--- config.mk ---
export PLATFORM = sky130hd
export DESIGN_NAME = adder_byte_seq
export DESIGN_NICKNAME = d
export VERILOG_FILES = /design/src/rtl/adder_byte_seq.sv
export SDC_FILE = /design/constraint.sdc
export NUM_CORES = 1
export LEC_CHECK = 0
export ABC_AREA = 1
export ABC_CLOCK_PERIOD_IN_PS = 2200
export CORE_MARGIN = 10
export CORE_UTILIZATION = 41
export CTS_CLUSTER_SIZE = 12
export DETAILED_ROUTE_END_ITERATION = 16
export HOLD_SLACK_MARGIN = 0.1
export PLACE_DENSITY = 0.75
export SYNTH_ARGS = -nofsm -noshare
export SYNTH_HDL_FRONTEND = slang
export SYNTH_SLANG_ARGS = --single-unit
export TNS_END_PERCENT = 5
--- constraint.sdc ---
create_clock -name clk -period 2.2 [get_ports clk]
set_input_delay 0.55 -clock clk [delete_from_list [all_inputs] [get_ports clk]]
set_output_delay 0.55 -clock clk [all_outputs]
set_load 0.02 [all_outputs]
--- src/rtl/adder_byte_seq.sv ---
// adder_byte_seq
//   Byte-serial multi-byte adder. Operands arrive one byte pair per beat,
//   least-significant byte first. Each accepted beat produces one result byte
//   one cycle later through a single output register with ready/valid
//   handshaking on both sides.
//
// Ports
//   clk, rst_n        clock, synchronous active-low reset
//   in_valid/in_ready input handshake (in_ready = !out_valid || out_ready)
//   in_first/in_last  word framing of the input beat
//   a, b, cin         operand bytes; cin is the word carry-in (first beats only)
//   out_valid/out_ready output handshake
//   sum, cout         result byte and its carry out
//   out_last, out_idx word framing of the result byte (idx 0 = LSB)
//   err, err_clr      sticky protocol-error flag and its clear
module adder_byte_seq #(
    parameter int CNT_W = 4
) (
    input  logic             clk,
    input  logic             rst_n,
    input  logic             in_valid,
    output logic             in_ready,
    input  logic             in_first,
    input  logic             in_last,
    input  logic [7:0]       a,
    input  logic [7:0]       b,
    input  logic             cin,
    output logic             out_valid,
    input  logic             out_ready,
    output logic [7:0]       sum,
    output logic             cout,
    output logic             out_last,
    output logic [CNT_W-1:0] out_idx,
    output logic             err,
    input  logic             err_clr
);

    localparam logic [0:0] IDLE   = 1'b0;
    localparam logic [0:0] ACTIVE = 1'b1;

    localparam logic [CNT_W-1:0] IDX_MAX = {CNT_W{1'b1}};

    logic [0:0]       state_q, state_d;
    logic [CNT_W-1:0] cnt_q, cnt_d;
    logic             carry_q, carry_d;
    logic             out_valid_q, out_valid_d;
    logic [7:0]       sum_q, sum_d;
    logic             cout_q, cout_d;
    logic             last_q, last_d;
    logic [CNT_W-1:0] idx_q, idx_d;
    logic             err_q, err_d;

    logic             xfer_in;
    logic             first_eff;
    logic             proto_err;
    logic             overflow;
    logic             cin_eff;
    logic [CNT_W-1:0] idx_cur;
    logic [8:0]       res;

    assign in_ready = !out_valid_q || out_ready;
    assign xfer_in  = in_valid && in_ready;

    // A beat starts a word when flagged first, or when no word is open
    // (a missing first flag in IDLE is tolerated but reported).
    assign first_eff = in_first || (state_q == IDLE);
    assign proto_err = (state_q == IDLE) ? !in_first : in_first;
    assign idx_cur   = first_eff ? '0 : cnt_q;
    assign cin_eff   = first_eff ? cin : carry_q;
    assign res       = {1'b0, a} + {1'b0, b} + {8'b0, cin_eff};
    // Counter would run past the last representable index: close the word.
    assign overflow  = (idx_cur == IDX_MAX) && !in_last;

    always_comb begin
        state_d     = state_q;
        cnt_d       = cnt_q;
        carry_d     = carry_q;
        out_valid_d = out_valid_q;
        sum_d       = sum_q;
        cout_d      = cout_q;
        last_d      = last_q;
        idx_d       = idx_q;
        err_d       = err_q;

        if (xfer_in) begin
            out_valid_d = 1'b1;
            sum_d       = res[7:0];
            cout_d      = res[8];
            last_d      = in_last || overflow;
            idx_d       = idx_cur;
            carry_d     = res[8];
            cnt_d       = idx_cur + 1'b1;  // wraps to 0 after IDX_MAX
            state_d     = (in_last || overflow) ? IDLE : ACTIVE;
        end else if (out_ready) begin
            out_valid_d = 1'b0;
        end

        // Set has priority over clear.
        if (xfer_in && (proto_err || overflow)) begin
            err_d = 1'b1;
        end else if (err_clr) begin
            err_d = 1'b0;
        end
    end

    always_ff @(posedge clk) begin
        if (!rst_n) begin
            state_q     <= IDLE;
            cnt_q       <= '0;
            carry_q     <= 1'b0;
            out_valid_q <= 1'b0;
            sum_q       <= 8'h00;
            cout_q      <= 1'b0;
            last_q      <= 1'b0;
            idx_q       <= '0;
            err_q       <= 1'b0;
        end else begin
            state_q     <= state_d;
            cnt_q       <= cnt_d;
            carry_q     <= carry_d;
            out_valid_q <= out_valid_d;
            sum_q       <= sum_d;
            cout_q      <= cout_d;
            last_q      <= last_d;
            idx_q       <= idx_d;
            err_q       <= err_d;
        end
    end

    assign out_valid = out_valid_q;
    assign sum       = sum_q;
    assign cout      = cout_q;
    assign out_last  = last_q;
    assign out_idx   = idx_q;
    assign err       = err_q;

endmodule
==> results of run 1 <==
[power groups by stage]
stage / sequential (mW) / combinational, mW / clock [mW]
6_report: 0.423 / 0.315 / 0.185
5_1_grt: 0.426 / 0.353 / 0.204
4_1_cts: 0.423 / 0.317 / 0.194
3_5_place_dp: 0.431 / 0.311 / 0
3_3_place_gp: 0.431 / 0.307 / 0
2_1_floorplan: 0.460 / 0.160 / 0
[cell type report]
cell class | count | share of cell area
Timing Repair Buffer | 46 | 0.254
Multi-Input combinational cell | 117 | 0.413
Clock buffer | 4 | 0.0150
Tap cell | 33 | 0.0236
Inverter | 24 | 0.0544
Sequential cell | 21 | 0.241
[worst max-delay path: cells and delay by family]
family / cells / cell delay [ps]
compound gates: 1 / 70
buf+inv: 4 / 380
simple gates: 8 / 540
fa+ha+maj: 3 / 710
[cells in the mapped netlist]
cell type	number	share of area
nand2_1	32	0.096
o211a_1	1	0.0080
o21ai_1	10	0.040
dfxtp_1	21	0.34
nor2_1	21	0.063
a31oi_1	1	0.0050
o21a_1	2	0.012
buf_6	1	0.0090
nor3_1	1	0.0040
a21oi_1	13	0.052
o211ai_1	1	0.0060
or2_4	2	0.014
inv_6	1	0.0070
nand3b_4	1	0.016
inv_1	21	0.063
fa_1	2	0.032
inv_2	2	0.0060
buf_4	2	0.012
nand2_2	1	0.0050
buf_8	1	0.012
a21oi_2	1	0.0070
o21ai_0	3	0.012
a211oi_2	1	0.010
nand3b_1	1	0.0060
xnor2_1	4	0.028
nand4_1	1	0.0050
nand2_4	2	0.018
nand3_1	7	0.028
ha_1	9	0.090
[worst paths after layout]
path | endpoint | depth (start not counted)
max reg2reg | sum[6]$_SDFFE_PN0P_ | 13
max | sum[6]$_SDFFE_PN0P_ | 16
min | out_last$_SDFFE_PN0P_ | 2
min reg2reg | out_last$_SDFFE_PN0P_ | 2
[repair_timing]
action	in CTS	in global routing
pin swaps	8	0
hold buffers	0	0
gates resized for setup	7	2
setup buffers	1	0
setup endpoints to repair	6	1
[metal layers]
metal	vias to the layer above	part of all wire	track usage
met5	-	0	0
met4	0	0.017	0.0577
met3	4	0.059	0.0234
met2	33	0.49	0.197
met1	506	0.43	0.110
li1	626	-	-
[registers in the layout, summed over array words and instances, names as in the netlist]
signal / count
cnt_q: 4
err: 1
out_idx: 4
sum: 8
cout: 1
out_last: 1
state_q: 1
out_valid: 1
[cell families after synthesis]
logic type / Yosys count / share of synthesized area
buf+inv: 28 / 0.109
fa+ha+maj: 11 / 0.122
compound gates: 33 / 0.152
simple gates: 69 / 0.255
xor+xnor: 4 / 0.0279
flops: 21 / 0.335
==> flow_metrics.py, run 1 <==
metrics = {
    "sta": {
        "fin_crit_ps": 2050,
        "worst_pin_slew_ps": 270,
        "setup_viol": 0,
        "rsz0062_at_grt": "no",
        "slew_headroom": 0.820,
        "hold_violations": 0,
        "fin_ws_ps": 152,
        "drv_slew": 0,
        "whs_ps": 472,
        "period_share": 0.931,
        "clock.fmax_ghz": 0.488,
        "clock_skew_ps": 5.52,
        "timing.setup.tns_ps": 0,
    },
    "setup_path": {
        "cp-startpoint": "in_first",
        "crit_top_cell": "nand2_1",
        "path_max_fanout": 3,
        "r2r_slack_ps": 310,
        "crit_slowest_cell": "fa_2",
        "arrival_ps": 2260,
        "setup.worst_path.class": "in -> reg",
        "crit_path_max_incr_delay_ps": 350,
        "startpoint_type": "input pin",
        "cp.required_ps": 2410,
        "cp-end-kind": "flop",
        "reg2reg_from": "state_q$_SDFFE_PN0P_",
        "crit_chain": "dlygate4sd2_1 -> inv_2 -> ha_4 -> nand2_1 -> o21ai_2 -> fa_2 -> inv_2 -> fa_2 -> nand2_1 -> nand2_2 -> nand3b_4 -> nand2_1 -> nand2_1 -> nand3_1 -> nand2_1 -> inv_1",
    },
    "synthesis": {
        "ys_types": 29,
        "synthCells": 166,
        "ys_seq_area_frac": 0.335,
        "syn-num-nets": 201,
        "synth_seq_cells": 21,
        "yosysWarningCount": 0,
        "avgSynthCellArea_um2": 7.55,
        "netlist_area_mm2": 0.00125,
    },
    "global_route": {
        "antenna_found_initial": 0,
        "grt_pass1_wl_um": 4860,
        "grt_use_total": 0.107,
        "grt_max_degree": 27,
        "grt.overflow.total": 0,
        "grt_pass1_vias": 1198,
    },
    "clock_network": {
        "cts_tree": "yes",
        "ctsHtreeMaxLevel": 1,
        "clock_path_buffers": 2,
        "clk_latency_ps": 300,
        "root_buffer": "clkbuf_4",
        "clk_pin_slew_ps": 110,
        "cts_inserted_buffers": 3,
        "clock-sinks": 21,
    },
    "power": {
        "p_leak_nw": 0.818,
        "p_clk_frac": 0.201,
        "combPwrFrac": 0.341,
        "power_frac_seq": 0.458,
        "switching_share": 0.311,
        "p_int_mw": 0.636,
        "cellPowerDensity_mw_per_mm2": 528,
        "ir_drop_uv": 217,
        "p_sw_mw": 0.287,
        "power_mw": 0.923,
    },
    "place": {
        "dp_cells": 240,
        "dp_hpwl_um": 2310,
        "place.gp.congestion": 0.838,
        "place_area_mm2": 0.00169,
        "pre_cts_slack_ps": -473,
        "io_buffers": 40,
    },
    "drt": {
        "route.detailed.drc": 0,
        "antenna_left": 0,
        "wl_um": 2930,
        "wl_per_cell_um": 12.0,
        "drt_iter0_markers": 78,
        "first_pass_iters": 4,
        "vias_per_cell": 4.77,
        "num_vias": 1169,
    },
    "cells_and_area": {
        "syn_to_final_growth_pct": 39.3,
        "final_cell_mix": "clkdlybuf4s50_1 (38), nand2_1 (31), nor2_1 (21), dfxtp_1 (21), inv_1 (19)",
        "final-seq-area_um2": 420,
        "final_util": 0.587,
        "nFillCells": 263,
        "multi_input_area_um2": 721,
        "layout-drive-gt1-share": 0.127,
        "fin_nets": 248,
        "layout_commonest_cell": "clkdlybuf4s50_1",
        "final_area_mm2": 0.00175,
        "antennaDiodeCount": 0,
        "layoutNonFillerInstCount": 245,
    },
    "die": {
        "io_pins": 41,
        "initial_utilization": 0.421,
        "die-area_mm2": 0.00567,
        "fp.dieW_um": 75.3,
        "core_mm2": 0.00298,
        "fp-row-count": 20,
        "die_y_um": 75.3,
    },
    "flow_run": {
        "cap_violations": 0,
    },
    "min_path": {
        "min_from": "out_last$_SDFFE_PN0P_",
        "hp-class": "reg -> reg",
    },
    "outcome": {
        "status": "completed",
    },
}
(Power assumes the default switching activity.)
==> inputs of run 2 (changes only) <==
--- a/config.mk
+++ b/config.mk
@@ -6,13 +6,12 @@
 export NUM_CORES = 1
 export LEC_CHECK = 0
 export ABC_AREA = 1
-export ABC_CLOCK_PERIOD_IN_PS = 2200
-export CORE_MARGIN = 10
-export CORE_UTILIZATION = 41
+export ABC_CLOCK_PERIOD_IN_PS = 2420
+export CORE_UTILIZATION = 49
 export CTS_CLUSTER_SIZE = 12
 export DETAILED_ROUTE_END_ITERATION = 16
 export HOLD_SLACK_MARGIN = 0.1
-export PLACE_DENSITY = 0.75
+export PLACE_DENSITY = 0.85
 export SYNTH_ARGS = -nofsm -noshare
 export SYNTH_HDL_FRONTEND = slang
 export SYNTH_SLANG_ARGS = --single-unit
==> constraint.sdc (replaced) <==
create_clock -name clk -period 2.42 [get_ports clk]
set_input_delay 0.605 -clock clk [delete_from_list [all_inputs] [get_ports clk]]
set_output_delay 0.605 -clock clk [all_outputs]
set_load 0.02 [all_outputs]
==> flow_metrics.py, run 2 (synthesis gave the netlist of run 1 again) <==
metrics = {
    "place": {
        "place.gp.congestion": 0.834,
        "pre_cts_slack_ps": -412,
        "dp_hpwl_um": 2060,
        "dp_cells": 235,
        "io_buffers": 40,
    },
    "setup_path": {
        "arrival_ps": 1760,
        "setup.worst_path.class": "in -> out",
        "cp.required_ps": 1810,
        "startpoint_type": "input pin",
        "cp-end-kind": "output port",
        "crit_path_max_incr_delay_ps": 590,
        "crit_slowest_cell": "clkdlybuf4s50_1",
        "path_max_fanout": 2,
        "crit_chain": "clkdlybuf4s50_1 -> inv_2 -> nand2_4 -> clkdlybuf4s50_1",
        "crit_top_cell": "clkdlybuf4s50_1",
    },
    "sta": {
        "worst_pin_slew_ps": 250,
        "fin_crit_ps": 2360,
        "hold_violations": 0,
        "rsz0062_at_grt": "no",
        "fin_ws_ps": 58.7,
        "clock.fmax_ghz": 0.423,
        "drv_slew": 0,
        "whs_ps": 474,
        "setup_viol": 0,
        "slew_headroom": 0.833,
        "clock_skew_ps": 3.72,
        "period_share": 0.976,
    },
    "power": {
        "p_leak_nw": 0.827,
        "ir_drop_uv": 334,
        "power_mw": 0.841,
        "cellPowerDensity_mw_per_mm2": 479,
    },
    "drt": {
        "drt_iter0_markers": 14,
        "first_pass_iters": 4,
        "wl_um": 2680,
        "vias_per_cell": 5.08,
        "route.detailed.drc": 0,
        "num_vias": 1215,
        "wl_met3_um": 125,
        "wl_per_cell_um": 11.2,
        "antenna_left": 0,
        "highest_layer": "met4",
        "drt-met1-wl_um": 1120,
        "wl_met2_um": 1410,
    },
    "die": {
        "fp.dieW_um": 52.6,
        "initial_utilization": 0.541,
        "fp-row-count": 17,
        "core_mm2": 0.00232,
        "io_pins": 41,
        "die_y_um": 52.6,
        "die-area_mm2": 0.00276,
    },
    "global_route": {
        "antenna_found_initial": 0,
        "grt_max_degree": 27,
        "grt_use_total": 0.209,
        "grt_pass1_wl_um": 4310,
        "grt.overflow.total": 0,
        "grt_pass1_vias": 1106,
    },
    "cells_and_area": {
        "final-seq-area_um2": 420,
        "antennaDiodeCount": 0,
        "multi_input_area_um2": 738,
        "final_util": 0.757,
        "fin_nets": 247,
        "final_cell_mix": "clkdlybuf4s50_1 (39), nand2_1 (29), nor2_1 (21), dfxtp_1 (21), inv_1 (19)",
        "largest_reg_flops": 8,
        "layout-drive-gt1-share": 0.133,
        "layoutNonFillerInstCount": 239,
        "layout_commonest_cell": "clkdlybuf4s50_1",
        "syn_to_final_growth_pct": 40.0,
        "nFillCells": 181,
    },
    "clock_network": {
        "ctsHtreeMaxLevel": 1,
        "cts_tree": "yes",
        "clock_path_buffers": 2,
        "root_buffer": "clkbuf_4",
        "cts_inserted_buffers": 3,
        "clk_pin_slew_ps": 110,
        "cts_setup_buffers": 0,
        "hold_buffers": 0,
        "clock-sinks": 21,
        "clk_latency_ps": 300,
    },
    "min_path": {
        "hp-class": "reg -> reg",
    },
    "flow_run": {
        "cap_violations": 0,
    },
    "outcome": {
        "status": "completed",
    },
}
==> run 2: final timing paths <==
kind                        startpoint             endpoint  slack, ps  cells after the start
setup / recovery             out_ready             in_ready         60                      4
hold / removal        err$_SDFFE_PN0P_     err$_SDFFE_PN0P_        470                      2
setup reg to reg  state_q$_SDFFE_PN0P_  sum[6]$_SDFFE_PN0P_        490                     14
hold reg to reg       err$_SDFFE_PN0P_     err$_SDFFE_PN0P_        470                      2
==> run 2: final cells by class <==
class                      instances  area share
sequential                        21       0.239
clock buffer                       4      0.0150
multi-input combinational        117       0.421
timing repair buffer              45       0.251
tap                               28      0.0200
inverter                          24      0.0542
==> run 2: repair_timing <==
| item | in CTS | in global routing |
|---|---|---|
| resized for setup | 2 | 12 |
| setup endpoints to repair | 3 | 6 |
| pin swaps | 1 | 6 |
==> run 2: layer usage <==
metal | vias to the layer above | GRT usage
met5 | - | 0
met4 | 0 | 0.0877
met3 | 2 | 0.0203
met2 | 34 | 0.401
met1 | 552 | 0.228
li1 | 627 | -
==> run 2: metrics by stage <==
| stage | area, um2 | TNS, ps |
|---|---|---|
| after global routing | 1760 | 0 |
| after detailed placement | 1690 | -2150 |
| after global placement | 1690 | -1950 |
| final | 1760 | 0 |
| after CTS | 1710 | 0 |
| after floorplan | 1250 | 0 |
==> run 2: report_power, final <==
group          total (mW)  switching (mW)  internal [mW]  leakage, nW
clock               0.164          0.0999         0.0641       0.0150
combinational       0.291           0.147          0.144        0.639
sequential          0.386          0.0145          0.371        0.173
==> run 2: critical path, delay by kind of cell <==
kind / cells / cell delay [ps]
AND/OR/NAND/NOR: 1 / 40
buffers and inverters: 3 / 1100
==> inputs of run 3 (changes only) <==
--- a/config.mk
+++ b/config.mk
@@ -8,6 +8,7 @@
 export ABC_AREA = 1
 export ABC_CLOCK_PERIOD_IN_PS = 2420
 export CORE_UTILIZATION = 49
+export CTS_BUF_LIST = sky130_fd_sc_hd__clkbuf_4 sky130_fd_sc_hd__clkbuf_8 sky130_fd_sc_hd__clkbuf_16
 export CTS_CLUSTER_SIZE = 12
 export DETAILED_ROUTE_END_ITERATION = 16
 export HOLD_SLACK_MARGIN = 0.1
==> flow_metrics.py, run 3 (synthesis gave the netlist of run 1 again) <==
metrics = {
    "clock_network": {
        "clock_path_buffers": 2,
        "cts_inserted_buffers": 3,
        "root_buffer": "clkbuf_4",
        "cts_tree": "yes",
        "clk_latency_ps": 290,
        "clock-sinks": 21,
        "ctsHtreeMaxLevel": 1,
        "cts_setup_buffers": 0,
        "clk_pin_slew_ps": 110,
    },
    "sta": {
        "clock_skew_ps": 1.38,
        "whs_ps": 474,
        "fin_ws_ps": 59.0,
        "setup_viol": 0,
        "fin_crit_ps": 2360,
        "period_share": 0.976,
        "slew_headroom": 0.829,
        "drv_slew": 0,
        "clock.fmax_ghz": 0.424,
        "hold_violations": 0,
        "rsz0062_at_grt": "no",
        "worst_pin_slew_ps": 257,
    },
    "die": {
        "die-area_mm2": 0.00276,
        "io_pins": 41,
        "die_y_um": 52.6,
        "fp-row-count": 17,
        "core_mm2": 0.00232,
        "fp.dieW_um": 52.6,
        "initial_utilization": 0.541,
    },
    "cells_and_area": {
        "antennaDiodeCount": 0,
        "final-seq-area_um2": 420,
        "fin_nets": 247,
        "final_cell_mix": "clkdlybuf4s50_1 (39), nand2_1 (29), nor2_1 (21), dfxtp_1 (21), inv_1 (19)",
        "largest_reg_flops": 8,
        "layoutNonFillerInstCount": 239,
        "layout-drive-gt1-share": 0.137,
        "multi_input_area_um2": 733,
        "syn_to_final_growth_pct": 39.9,
        "layout_commonest_cell": "clkdlybuf4s50_1",
        "nFillCells": 179,
    },
    "drt": {
        "antenna_left": 0,
        "route.detailed.drc": 0,
        "first_pass_iters": 4,
        "drt_iter0_markers": 19,
        "vias_per_cell": 5.06,
        "wl_per_cell_um": 11.2,
        "wl_um": 2680,
        "num_vias": 1209,
    },
    "global_route": {
        "grt.overflow.total": 0,
        "grt_pass1_wl_um": 4310,
        "grt_max_degree": 27,
        "antenna_found_initial": 0,
        "grt_pass1_vias": 1107,
        "grt_use_total": 0.208,
    },
    "setup_path": {
        "cp-startpoint": "out_ready",
        "cp.required_ps": 1810,
        "r2r_end": "sum[6]$_SDFFE_PN0P_",
        "setup.worst_path.class": "in -> out",
        "arrival_ps": 1760,
        "startpoint_type": "input pin",
        "r2r_slack_ps": 490,
        "endpoint": "in_ready",
        "reg2regPathDepth": 14,
        "reg2reg_from": "state_q$_SDFFE_PN0P_",
        "path_max_fanout": 2,
        "cp-end-kind": "output port",
    },
    "power": {
        "ir_drop_uv": 347,
        "power_mw": 0.851,
        "cellPowerDensity_mw_per_mm2": 485,
        "p_leak_nw": 0.828,
    },
    "flow_run": {
        "cap_violations": 0,
    },
    "outcome": {
        "status": "completed",
    },
    "place": {
        "pre_cts_slack_ps": -412,
        "dp_hpwl_um": 2060,
        "dp_cells": 235,
        "place.gp.congestion": 0.834,
        "io_buffers": 40,
    },
    "min_path": {
        "hp-class": "reg -> reg",
    },
}
run 3: worst min-delay path by stage:
stage / startpoint / end / slack (ps) / cells after the start
6_report: err$_SDFFE_PN0P_ / err$_SDFFE_PN0P_ / 470 / 2
5_1_grt: out_last$_SDFFE_PN0P_ / out_last$_SDFFE_PN0P_ / 500 / 2
4_1_cts: out_last$_SDFFE_PN0P_ / out_last$_SDFFE_PN0P_ / 480 / 2
3_5_place_dp: out_last$_SDFFE_PN0P_ / out_last$_SDFFE_PN0P_ / 460 / 2
3_3_place_gp: out_idx[3]$_SDFFE_PN0P_ / out_idx[3]$_SDFFE_PN0P_ / 450 / 2
2_1_floorplan: cnt_q[1]$_SDFFE_PN0P_ / cnt_q[1]$_SDFFE_PN0P_ / 450 / 2
run 3: layout make-up:
| class | instances | share of cell area |
|---|---|---|
| clock buffer | 4 | 0.0171 |
| inverter | 24 | 0.0542 |
| multi-input combinational | 117 | 0.418 |
| sequential | 21 | 0.240 |
| tap | 28 | 0.0200 |
| timing repair buffer | 45 | 0.251 |
run 3: metrics by stage:
stage	area, um2	setup TNS [ps]	utilization
final	1750	0	0.757
after global routing	1750	0	0.757
after CTS	1720	0	0.742
after detailed placement	1690	-2150	0.727
after global placement	1690	-1950	0.727
after floorplan	1250	0	-
run 3: report_power, final:
part           switching, mW  internal [mW]  total (mW)
Clock                  0.100         0.0753       0.175
Sequential            0.0146          0.371       0.386
Combinational          0.146          0.144       0.290
run 3: routing by layer:
metal | global-route usage | share of wire | vias to the layer above
met2 | 0.399 | 0.53 | 38
met3 | 0.0203 | 0.049 | 2
li1 | - | - | 624
met4 | 0.0877 | 0.0071 | 0
met5 | 0 | 0 | -
met1 | 0.228 | 0.41 | 545
run 3: worst max-delay path, stage by stage:
cell and delay (ps):
clkdlybuf4s50_1 470, inv_2 40, nand2_4 40, clkdlybuf4s50_1 590
run 3: timing repair:
action / in CTS / in global routing
resized for setup: 3 / 10
hold buffers: 0 / 0
setup endpoints to repair: 3 / 3
pin swaps: 1 / 6
